<file path="config.mk">
export PLATFORM = sky130hd
export DESIGN_NAME = memory_responder
export DESIGN_NICKNAME = d
export VERILOG_FILES = /design/src/rtl/memory_responder.sv
export SDC_FILE = /design/constraint.sdc
export NUM_CORES = 1
export LEC_CHECK = 0
export BUFFER_PORTS_ARGS = -buffer_cell sky130_fd_sc_hd__buf_2
export CAP_MARGIN = 0
export CORE_AREA = 2 2 101 103
export DETAILED_ROUTE_END_ITERATION = 10
export DIE_AREA = 0 0 103 105
export PLACE_DENSITY = 0.82
export SLEW_MARGIN = 20
export SYNTH_ARGS = -nofsm -noshare
export SYNTH_HDL_FRONTEND = slang
export SYNTH_SLANG_ARGS = --single-unit
</file>
<file path="constraint.sdc">
create_clock -name CLK -period 4.3 [get_ports CLK]
set_input_delay 0.43 -clock CLK [delete_from_list [all_inputs] [get_ports CLK]]
set_output_delay 0.43 -clock CLK [all_outputs]
set_load 0.02 [all_outputs]
</file>
<file path="src/rtl/memory_responder.sv">
// Responder end of the core memory request protocol: arbitrates instruction and data
// requests onto one shared RAM port and returns single-cycle hit pulses after LAT cycles.
module memory_responder #(
    parameter int unsigned LAT   = 2,
    parameter int unsigned CNT_W = 4
) (
    input  logic        CLK,
    input  logic        nRST,
    input  logic        iREN,
    input  logic [31:0] iaddr,
    input  logic        dREN,
    input  logic        dWEN,
    input  logic [31:0] daddr,
    input  logic [31:0] dstore,
    output logic        ihit,
    output logic [31:0] iload,
    output logic        dhit,
    output logic [31:0] dload,
    output logic        ramREN,
    output logic        ramWEN,
    output logic [31:0] ramaddr,
    output logic [31:0] ramstore,
    input  logic [31:0] ramload
);

    localparam int unsigned   DATA_W   = 32;
    localparam logic [CNT_W-1:0] CNT_INIT = CNT_W'(LAT - 1);

    typedef enum logic [1:0] {
        IDLE  = 2'd0,
        IBUSY = 2'd1,
        DBUSY = 2'd2
    } state_e;

    state_e              state_q, state_d;
    logic [CNT_W-1:0]    cnt_q, cnt_d;
    logic [DATA_W-1:0]   addr_q, addr_d;
    logic [DATA_W-1:0]   wdata_q, wdata_d;
    logic                wr_q, wr_d;
    logic                req_live;
    logic                done;

    // Originating request of the access in flight; low in IDLE.
    always_comb begin
        req_live = 1'b0;
        case (state_q)
            IBUSY:   req_live = iREN;
            DBUSY:   req_live = dREN | dWEN;
            default: req_live = 1'b0;
        endcase
        done = req_live && (cnt_q == '0);
    end

    // State and latched-request registers
    always_ff @(posedge CLK or negedge nRST) begin
        if (!nRST) begin
            state_q <= IDLE;
            cnt_q   <= '0;
            addr_q  <= '0;
            wdata_q <= '0;
            wr_q    <= 1'b0;
        end else begin
            state_q <= state_d;
            cnt_q   <= cnt_d;
            addr_q  <= addr_d;
            wdata_q <= wdata_d;
            wr_q    <= wr_d;
        end
    end

    // Next-state: data wins over instruction at every IDLE; a dropped request aborts.
    always_comb begin
        state_d = state_q;
        cnt_d   = cnt_q;
        addr_d  = addr_q;
        wdata_d = wdata_q;
        wr_d    = wr_q;
        case (state_q)
            IDLE: begin
                if (dREN || dWEN) begin
                    state_d = DBUSY;
                    addr_d  = daddr;
                    wdata_d = dstore;
                    wr_d    = dWEN;
                    cnt_d   = CNT_INIT;
                end else if (iREN) begin
                    state_d = IBUSY;
                    addr_d  = iaddr;
                    wr_d    = 1'b0;
                    cnt_d   = CNT_INIT;
                end
            end
            IBUSY, DBUSY: begin
                if (!req_live || done) begin
                    state_d = IDLE;
                end else begin
                    cnt_d = cnt_q - CNT_W'(1);
                end
            end
            default: state_d = IDLE;
        endcase
    end

    // Outputs: RAM strobes follow the live request so an abort drops them in the same cycle.
    always_comb begin
        ihit     = 1'b0;
        dhit     = 1'b0;
        iload    = '0;
        dload    = '0;
        ramREN   = 1'b0;
        ramWEN   = 1'b0;
        ramaddr  = '0;
        ramstore = '0;
        case (state_q)
            IBUSY: begin
                ramaddr  = addr_q;
                ramstore = wdata_q;
                ramREN   = req_live;
                ihit     = done;
                iload    = done ? ramload : '0;
            end
            DBUSY: begin
                ramaddr  = addr_q;
                ramstore = wdata_q;
                ramREN   = req_live && !wr_q;
                ramWEN   = req_live && wr_q;
                dhit     = done;
                dload    = done ? ramload : '0;
            end
            default: ;
        endcase
    end

endmodule
</file>
==> out/results.txt, run 1 <==
R2R setup slack: 2070 ps
Hold Path Class: in -> async
Vias: 3747
Busiest grt layer: met2
NetSw: 1.793 mW
Antenna viol nets, final: 0
Status: finished clean
Vias per std cell: 4.701
Setup WS pre-CTS: 1707 ps
Initial antenna violation count: 2
Total track usage: 0.2068
Detailed Route WL: 11690 um
Seq pwr share: 0.299
Sink Count: 71
CP arrival: 2510 ps
Highest ir drop seen on vdd: 0.3820 mV
Largest net degree at the start of global routing: 69
Cts repair resizes: 0
Grt met1 use: 0.2201
Hpwl dp: 9254 um
P_leak: 3.067 nW
CP endpoint: dload[5]
Part of the cycle the worst path needs: 0.6831
Drt drc: 0
Ys flop type: dfrtp_1
GRT met3 Usage: 0.04147
RSZ-0062 raised after global routing: false
Share of cells above drive strength 1: 0.4834
Slowest stage delay, CP: 730 ps
Most common cell after layout, fill and taps aside: buf_2
Critical path launch point: cnt_q[0]$_DFFE_PN0P_
CP Capture Type: primary output
Synth-to-Final Area Change: 38.08%
Placed cells: 779
Die Area: 10820 um2
CP max-delay cell: and3_1
Max-cap violations: 0
Nets: 796
Later-pin clock latency in the skew report: 330 ps
Critical path startpoint category: flip-flop
Post-synthesis cell count: 406
Sequential fraction of the synthesis area: 0.4372
Chip height: 105 um
Final setup margin: 1363 ps
Clock root buffer: clkbuf_8
GRT Residual Overflow: 0
Port buffer count: 264
First-pass GRT wire length: 17530 um
R2R cell count: 7
Final setup TNS: 0 ps
Slew Viols, Final: 0
Clk network pwr share: 0.113
Post-layout min period: 2937 ps
Count of boundary I/O pins: 265
Num rows: 36
Power Density: 699.4 nW/um2
Drt pass-1 iters: 4
Most frequent cells in the layout: 264 x buf_2, 128 x and2_1, 71 x dfrtp_1, 39 x nand2_1, 34 x mux2i_1
CTS tree: done
Final setup fails: 0
Switch share: 0.4569
Post-Route Utilization: 0.5822
Final cell count without fillers: 797
Tot Pwr: 3.925 mW
Placer Congestion: 0.9246
Mapped Area: 4064 um2
Syn_nets: 544
Synth warnings: 0
F_max: 340.5 MHz
Post-CTS Hold Buffers: 0
Wire length per cell: 14.66 um
Grt met2 use: 0.3952
Total CTS buffers: 9
Postcts setup bufs: 0
Min Hold Slack: 173.4 ps
Final instance area: 5612 um2
Slew @ Worst Pin: 778.5 ps
Core Area: 9639 um2
Combinational share of power: 0.588
Required time of the critical path: 3870 ps
Worst reg2reg endpoint: cnt_q[3]$_DFFE_PN0P_
EDFF count, synth: 0
Worst relative slew slack: 0.4810
H-tree depth: 3
Layout Skew: 10.23 ps
Filler cell count: 883
Clk buf depth: 2
Initial DRC count: 134
Vias in the first global route: 3738
Crit-path cells: inv_1, ha_1, nor3b_1, and3_1, and2_1, buf_2
Crit Reg-Reg Startpoint: state_q[1]$_DFFE_PN0P_
Async S/R FF share, synth: 1.000
Reg clk slew, reported paths: 70 ps
Path type of the worst setup path: reg -> out
Unique masters post-synth: 31
Hold Fails Final Rpt: 0
Post-synthesis register bit count: 71
Initial core utilization: 0.4216
Die span in x: 103 um
Int Pwr: 2.131 mW
Syn Area/Cell: 10.01 um2
Dpl cell area: 5424 um2
Crit Path Max Fanout: 33
critical path: cells and delay by family (launching register included):
kind / cells / cell delay, ps
buffers and inverters: 2 / 280
adders and majority gates: 1 / 180
DFF: 1 / 430
and+or+nand+nor: 3 / 1310
per-layer routing:
metal / vias up / routed length [um] / share of wire
met2: 157 / 6392 / 0.55
met3: 15 / 700 / 0.060
li1: 1833 / - / -
met1: 1742 / 4390 / 0.38
met4: 0 / 205 / 0.018
met5: - / 0 / 0
sequential cells by signal, summed over array words and instances (netlist names):
register / count
addr_q: 32
wr_q: 1
wdata_q: 32
state_q: 2
cnt_q: 4
logic make-up (layout without fill, tap and decap cells):
logic type / Yosys count / count (layout) / synth area share
adder cells (fa/ha/maj): 5 / 5 / 0.01539
other: 0 / 2 / 0
AND/OR/NAND/NOR: 180 / 180 / 0.2543
AO/OA/AOI/OAI: 50 / 50 / 0.07728
flip-flops: 71 / 71 / 0.4372
buffers and inverters: 34 / 290 / 0.04341
multiplexers: 66 / 66 / 0.1724
power groups by stage:
| stage | combinational (mW) | clock, mW | sequential (mW) |
|---|---|---|---|
| after floorplan | 1.70 | 0 | 1.12 |
| after global placement | 2.26 | 0 | 1.16 |
| after detailed placement | 2.32 | 0 | 1.19 |
| after CTS | 2.33 | 0.458 | 1.17 |
| after global routing | 2.51 | 0.493 | 1.22 |
| final | 2.31 | 0.443 | 1.17 |
synthesized netlist by cell type, drive strengths merged, types with 2 or more instances:
| cell type | instances | share of area |
|---|---|---|
| and2 | 128 | 0.20 |
| dfrtp | 71 | 0.44 |
| nand2 | 40 | 0.038 |
| o21ai | 36 | 0.046 |
| mux2i | 34 | 0.084 |
| mux2 | 32 | 0.089 |
| buf | 19 | 0.030 |
| clkbuf | 8 | 0.0074 |
| inv | 7 | 0.0065 |
| a21oi | 5 | 0.0071 |
| ha | 5 | 0.015 |
| and3 | 4 | 0.0062 |
| a31o | 3 | 0.0065 |
| a211oi | 2 | 0.0037 |
| or3 | 2 | 0.0031 |
final cells by class:
type | count | area (um2) | area share
clock inverter | 1 | 5.005 | 0.0008919
multi-input combinational | 301 | 2116 | 0.3770
sequential | 71 | 1777 | 0.3166
timing repair buffer | 268 | 1364 | 0.2430
antenna | 2 | 5.005 | 0.0008919
tap | 133 | 166.4 | 0.02965
inverter | 7 | 26.28 | 0.004682
clock buffer | 14 | 152.6 | 0.02720
how the worst min path moves through the flow:
stage | start | end | slack, ps | depth (start not counted)
3_5_place_dp | addr_q[7]$_DFFE_PN0P_ | addr_q[7]$_DFFE_PN0P_ | 470 | 2
3_3_place_gp | addr_q[14]$_DFFE_PN0P_ | addr_q[14]$_DFFE_PN0P_ | 460 | 2
5_1_grt | nRST | addr_q[5]$_DFFE_PN0P_ | 220 | 1
6_report | nRST | addr_q[10]$_DFFE_PN0P_ | 170 | 1
2_1_floorplan | nRST | addr_q[0]$_DFFE_PN0P_ | 130 | 0
4_1_cts | nRST | addr_q[10]$_DFFE_PN0P_ | 190 | 1
No activity file was read; power rests on OpenSTA's default activity.
==> run 2, diff against run 1 <==
--- a/config.mk
+++ b/config.mk
@@ -7,10 +7,10 @@
 export LEC_CHECK = 0
 export BUFFER_PORTS_ARGS = -buffer_cell sky130_fd_sc_hd__buf_2
 export CAP_MARGIN = 0
-export CORE_AREA = 2 2 101 103
+export CORE_MARGIN = 2
+export CORE_UTILIZATION = 39
 export DETAILED_ROUTE_END_ITERATION = 10
-export DIE_AREA = 0 0 103 105
-export PLACE_DENSITY = 0.82
+export PLACE_DENSITY = 0.8
 export SLEW_MARGIN = 20
 export SYNTH_ARGS = -nofsm -noshare
 export SYNTH_HDL_FRONTEND = slang
==> constraint.sdc (replaced) <==
create_clock -name CLK -period 2.6 [get_ports CLK]
set_input_delay 0.26 -clock CLK [delete_from_list [all_inputs] [get_ports CLK]]
set_output_delay 0.26 -clock CLK [all_outputs]
set_load 0.02 [all_outputs]
==> run 2 against run 1 <==
  * Non-clock buffer count is 4 higher
  * Sequential share of layout area decreased by 0.89 points
  * Worst hold slack got worse by 22 ps
  * Sequential power is 66% higher
  * Critical path type unchanged
  * Largest cell class unchanged
  * Highest routed layer unchanged
==> out/results.txt, run 2 (synthesis results as in run 1) <==
Highest ir drop seen on vdd: 0.6906 mV (was 0.3820 mV)
Postcts setup bufs: 0 (unchanged)
CP arrival: 2140 ps (was 2510 ps)
Die Area: 11250 um2 (was 10820 um2)
Placer Congestion: 0.8868 (was 0.9246)
Reg clk slew, reported paths: 70 ps (about the same)
First-pass GRT wire length: 17840 um (was 17530 um)
Initial core utilization: 0.3972 (was 0.4216)
Later-pin clock latency in the skew report: 340 ps (was 330 ps)
Required time of the critical path: 2340 ps (was 3870 ps)
Most frequent cells in the layout: 264 x buf_2, 128 x and2_1, 71 x dfrtp_1, 39 x nand2_1, 34 x mux2i_1 (unchanged)
Slew Viols, Final: 0 (unchanged)
Power Density: 1201 nW/um2 (was 699.4 nW/um2)
R2R setup slack: 450 ps (was 2070 ps)
Share of cells above drive strength 1: 0.4925 (was 0.4834)
Vias in the first global route: 3670 (was 3738)
Min Hold Slack: 151.0 ps (was 173.4 ps)
Clock root buffer: clkbuf_8 (unchanged)
Final setup margin: 202.9 ps (was 1363 ps)
Post-Route Utilization: 0.5643 (was 0.5822)
Die span in x: 106.1 um (was 103 um)
Slowest stage delay, CP: 390 ps (was 730 ps)
Initial antenna violation count: 2 (unchanged)
Wire length per cell: 14.22 um (was 14.66 um)
Filler cell count: 907 (was 883)
Nets: 800 (was 796)
Crit Path Max Fanout: 33 (unchanged)
P_leak: 3.148 nW (was 3.067 nW)
Crit-path cells: inv_1, ha_1, nand3_1, nand2_1, and3_1, buf_4, and2_1, buf_2 (was inv_1, ha_1, nor3b_1, and3_1, and2_1, buf_2)
F_max: 417.2 MHz
Area of the multi-input gates: 2116 um2 (unchanged)
Total CTS buffers: 9 (unchanged)
CP Capture Type: primary output (unchanged)
Hpwl dp: 8984 um (was 9254 um)
Vias per std cell: 4.713 (was 4.701)
Post-layout min period: 2397 ps
Crit Reg-Reg Startpoint: state_q[1]$_DFFE_PN0P_ (unchanged)
Core Area: 10230 um2 (was 9639 um2)
Hold Fails Final Rpt: 0 (unchanged)
Storage cell area: 1777 um2 (unchanged)
Part of the cycle the worst path needs: 0.9219
Max-cap violations: 0 (unchanged)
Final setup fails: 0 (unchanged)
Hold depth: 2
Layout Skew: 13.34 ps (was 10.23 ps)
Final cell count without fillers: 804 (was 797)
Placed cells: 786 (was 779)
Tot Pwr: 6.935 mW (was 3.925 mW)
Largest net degree at the start of global routing: 69 (unchanged)
Initial DRC count: 185 (was 134)
Slew @ Worst Pin: 769.0 ps (was 778.5 ps)
R2R cell count: 7 (unchanged)
Drt pass-1 iters: 4 (unchanged)
Detailed Route WL: 11430 um (was 11690 um)
Top flop regs: addr_q (32), wdata_q (32), cnt_q (4) (unchanged)
Chip height: 106.1 um (was 105 um)
Final instance area: 5773 um2 (was 5612 um2)
Drt drc: 0 (unchanged)
Status: finished clean (unchanged)
Vias: 3789 (was 3747)
Critical path's top delay family: simple AND/OR/NAND/NOR gates (unchanged)
Worst relative slew slack: 0.4873 (was 0.4810)
Final setup TNS: 0 ps (unchanged)
Critical path startpoint category: flip-flop (unchanged)
GRT Residual Overflow: 0 (unchanged)
Buf+Inv Stages, Crit Path: 3 (was 2)
Clk buf depth: 2 (unchanged)
Num rows: 37 (was 36)
Hold Path Class: in -> reg (was in -> async)
Worst reg2reg endpoint: cnt_q[3]$_DFFE_PN0P_ (unchanged)
Dpl cell area: 5483 um2 (was 5424 um2)
Antenna viol nets, final: 0 (unchanged)
CTS tree: done (unchanged)
H-tree depth: 3 (unchanged)
CP max-delay cell: dfrtp_1 (was and3_1)
Setup WS pre-CTS: 448.6 ps (was 1707 ps)
Worst Hold End: wdata_q[19]$_DFFE_PN0P_
Path type of the worst setup path: reg -> out (unchanged)
Port buffer count: 264 (unchanged)
Sink Count: 71 (unchanged)
Synth-to-Final Area Change: 42.06% (was 38.08%)
HP Start: dstore[19]
Total track usage: 0.2008 (was 0.2068)
Count of boundary I/O pins: 265 (unchanged)
Most common cell after layout, fill and taps aside: buf_2 (unchanged)
## run 2: metal layers
metal  vias up  GRT usage  share of wire
met2       156     0.3668           0.53
li1       1849          -              -
met1      1771     0.2216           0.38
met3        13    0.04782          0.066
met4         0    0.08647          0.021
met5         -          0              0
## run 2: power by group
group          total, mW  internal [mW]  switching (mW)  leakage, nW
Combinational       3.83           1.54            2.29         2.16
Sequential          1.94           1.66           0.278        0.854
Clock               1.17          0.759           0.411        0.133
## run 2: area by class of cell
| cell class | count | area share |
|---|---|---|
| antenna | 2 | 0.0008669 |
| clock buffer | 10 | 0.02384 |
| clock inverter | 5 | 0.02232 |
| inverter | 7 | 0.004551 |
| multi-input combinational | 301 | 0.3665 |
| sequential | 71 | 0.3078 |
| tap | 136 | 0.02948 |
| timing repair buffer | 272 | 0.2447 |
## run 2: what timing repair did
item | 4_1_cts | 5_1_grt
setup endpoints to repair | 0 | 64
hold buffers | 1 | 0
resized for setup | 0 | 2
hold endpoints to repair | 9 | 0
## run 2: worst max-delay path by stage
stage                                 startpoint        end  slack [ps]  cells after the start
after detailed placement    cnt_q[0]$_DFFE_PN0P_   dload[6]         450                      7
after CTS                   cnt_q[0]$_DFFE_PN0P_   dload[6]          60                      7
after global placement      cnt_q[0]$_DFFE_PN0P_   dload[6]         500                      7
after floorplan           state_q[1]$_DFFE_PN0P_  dload[22]         630                      7
final                     state_q[1]$_DFFE_PN0P_  iload[18]         200                      8
after global routing      state_q[0]$_DFFE_PN0P_  iload[18]          -5                      8
==> run 3, diff against run 2 <==
--- a/config.mk
+++ b/config.mk
@@ -6,11 +6,11 @@
 export NUM_CORES = 1
 export LEC_CHECK = 0
 export BUFFER_PORTS_ARGS = -buffer_cell sky130_fd_sc_hd__buf_2
-export CAP_MARGIN = 0
 export CORE_MARGIN = 2
 export CORE_UTILIZATION = 39
 export DETAILED_ROUTE_END_ITERATION = 10
 export PLACE_DENSITY = 0.8
+export SETUP_SLACK_MARGIN = 0.3
 export SLEW_MARGIN = 20
 export SYNTH_ARGS = -nofsm -noshare
 export SYNTH_HDL_FRONTEND = slang
==> constraint.sdc (replaced) <==
create_clock -name CLK -period 2.6 [get_ports CLK]
set_input_delay 0.26 -clock CLK [delete_from_list [all_inputs] [get_ports CLK]]
set_output_delay 0.26 -clock CLK [all_outputs]
set_load 0.01 [all_outputs]
==> run 3 against run 2 <==
  * The run now ends with hold timing left
  * Combinational power is 9.9% lower
  * Core utilization is 0.76 points higher
  * Worst setup slack gained 160 ps
  * Critical path depth unchanged
  * Via count up 1.7%
  * Clock power is 17% lower
  * Global-route usage rose by 0.20 points
  * Critical path type unchanged
  * Largest cell class unchanged
==> out/results.txt, run 3 (synthesis results as in run 1) <==
Status: finished with violations (was finished clean)
Failing checks: hold timing
CP Capture Type: primary output (unchanged)
Final setup fails: 0 (unchanged)
Vias in the first global route: 3768 (was 3670)
H-tree depth: 3 (unchanged)
Power Density: 1086 nW/um2 (was 1201 nW/um2)
Crit-path cells: inv_2, ha_4, o211ai_4, nand2_1, and3_4, clkbuf_16, and2_1, buf_2 (was inv_1, ha_1, nand3_1, nand2_1, and3_1, buf_4, and2_1, buf_2)
Vias per std cell: 4.764 (was 4.713)
Switch share: 0.3969 (was 0.4295)
Chip height: 106.1 um (unchanged)
Slew Viols, Final: 0 (unchanged)
CP max-delay cell: dfrtp_1 (unchanged)
Total track usage: 0.2028 (was 0.2008)
Required time of the critical path: 2340 ps (about the same)
Clock root buffer: clkbuf_8 (unchanged)
Initial antenna violation count: 3 (was 2)
Post-Route Utilization: 0.5718 (was 0.5643)
F_max: 446.1 MHz (was 417.2 MHz)
Detailed Route WL: 11970 um (was 11430 um)
Drt drc: 0 (unchanged)
Tot Pwr: 6.354 mW (was 6.935 mW)
Layout Skew: 8.829 ps (was 13.34 ps)
Count of boundary I/O pins: 265 (unchanged)
Port buffer count: 264 (unchanged)
Largest net degree at the start of global routing: 68 (was 69)
R2R cell count: 7 (unchanged)
Reg clk slew, reported paths: 80 ps (was 70 ps)
Nets: 804 (was 800)
Later-pin clock latency in the skew report: 340 ps (about the same)
Setup WS pre-CTS: 534.3 ps (was 448.6 ps)
Sink Count: 71 (unchanged)
Vias: 3854 (was 3789)
Critical path startpoint category: flip-flop (unchanged)
Post-CTS Hold Buffers: 0 (was 1)
Antenna viol nets, final: 0 (unchanged)
Crit Reg-Reg Startpoint: state_q[0]$_DFFE_PN0P_ (was state_q[1]$_DFFE_PN0P_)
Crit Path Max Fanout: 16 (was 33)
Num rows: 37 (unchanged)
Initial core utilization: 0.3972 (unchanged)
Hpwl dp: 9260 um (was 8984 um)
Hold Fails Final Rpt: 1 (was 0)
NetSw: 2.522 mW (was 2.979 mW)
Most common cell after layout, fill and taps aside: buf_2 (unchanged)
Slowest stage delay, CP: 410 ps (was 390 ps)
Worst reg2reg endpoint: cnt_q[3]$_DFFE_PN0P_ (unchanged)
Placer Congestion: 0.8910 (was 0.8868)
Initial DRC count: 157 (was 185)
Dpl cell area: 5478 um2 (was 5483 um2)
Drt pass-1 iters: 4 (unchanged)
Path type of the worst setup path: reg -> out (unchanged)
Highest ir drop seen on vdd: 0.6008 mV (was 0.6906 mV)
Clk network pwr share: 0.154 (was 0.169)
Placed cells: 787 (was 786)
GRT Residual Overflow: 0 (unchanged)
Final setup TNS: 0 ps (unchanged)
Synth-to-Final Area Change: 43.97% (was 42.06%)
Clk buf depth: 2 (unchanged)
Part of the cycle the worst path needs: 0.8622 (was 0.9219)
Min Hold Slack: -1.194 ps (was 151.0 ps)
First-pass GRT wire length: 17950 um (was 17840 um)
R2R setup slack: 660 ps (was 450 ps)
Most frequent cells in the layout: 264 x buf_2, 128 x and2_1, 70 x dfrtp_1, 39 x nand2_1, 34 x mux2i_1 (was 264 x buf_2, 128 x and2_1, 71 x dfrtp_1, 39 x nand2_1, 34 x mux2i_1)
Combinational share of power: 0.542 (was 0.552)
Die Area: 11250 um2 (unchanged)
Share of cells above drive strength 1: 0.5104 (was 0.4925)
Seq pwr share: 0.304 (was 0.280)
Final instance area: 5851 um2 (was 5773 um2)
Die span in x: 106.1 um (unchanged)
Final cell count without fillers: 809 (was 804)
Wire length per cell: 14.79 um (was 14.22 um)
Total CTS buffers: 9 (unchanged)
Max-cap violations: 0 (unchanged)
Top flop regs: addr_q (32), wdata_q (32), cnt_q (4) (unchanged)
Final setup margin: 358.4 ps (was 202.9 ps)
P_leak: 3.146 nW (was 3.148 nW)
Worst relative slew slack: 0.4700 (was 0.4873)
Slew @ Worst Pin: 794.9 ps (was 769.0 ps)
Core Area: 10230 um2 (unchanged)
RSZ-0062 raised after global routing: true
CP arrival: 1980 ps (was 2140 ps)
Post-layout min period: 2242 ps (was 2397 ps)
Hold Path Class: in -> async (was in -> reg)
Int Pwr: 3.833 mW (was 3.957 mW)
CTS tree: done (unchanged)
==> run 3: how the worst max path moves through the flow <==
stage	start	to	slack (ps)	cells past startpoint
final	state_q[0]$_DFFE_PN0P_	dload[31]	360	8
after global routing	state_q[1]$_DFFE_PN0P_	dload[7]	260	8
after CTS	state_q[0]$_DFFE_PN0P_	iload[17]	330	8
after detailed placement	state_q[1]$_DFFE_PN0P_	iload[17]	530	8
after global placement	state_q[1]$_DFFE_PN0P_	cnt_q[3]$_DFFE_PN0P_	640	7
after floorplan	state_q[1]$_DFFE_PN0P_	dload[22]	740	7
==> run 3: critical path, delay by kind of cell (launching register included) <==
family	cells	cell delay [ps]
flip-flops	1	410
buffers and inverters	3	410
AND/OR/NAND/NOR	3	490
adder cells (fa/ha/maj)	1	240
AO/OA/AOI/OAI	1	100
==> run 3: what timing repair did <==
action,4_1_cts,5_1_grt
pin swaps,0,1
gates cloned,0,2
gates resized for setup,8,10
setup buffers,1,1
endpoints found under the setup margin,66,65
==> run 3: cell type report <==
type	instances	area, um2
clock inverters	5	81.33
diodes	3	7.507
fillers	904	4380
inverters	7	26.28
repair buffers	276	1484
flip-flops and latches	71	1778
multi-input cells	301	2166
clock buffers	10	137.6
well taps	136	170.2
==> run 3: layer usage <==
layer | global-route usage | wire [um] | up-vias | part of all wire
met5 | 0 | 0 | - | 0
met4 | 0.07895 | 376 | 0 | 0.031
met2 | 0.3853 | 6493 | 154 | 0.54
met1 | 0.2200 | 4421 | 1809 | 0.37
met3 | 0.03985 | 676 | 24 | 0.056
li1 | - | - | 1867 | -
==> run 3: power groups by stage <==
stage                     sequential (mW)  combinational (mW)  clock (mW)
after floorplan                      1.86                2.29           0
after global placement               1.91                3.26           0
after detailed placement             1.96                3.35           0
after CTS                            1.93                3.41        1.00
after global routing                 2.00                3.80        1.05
final                                1.93                3.45       0.976
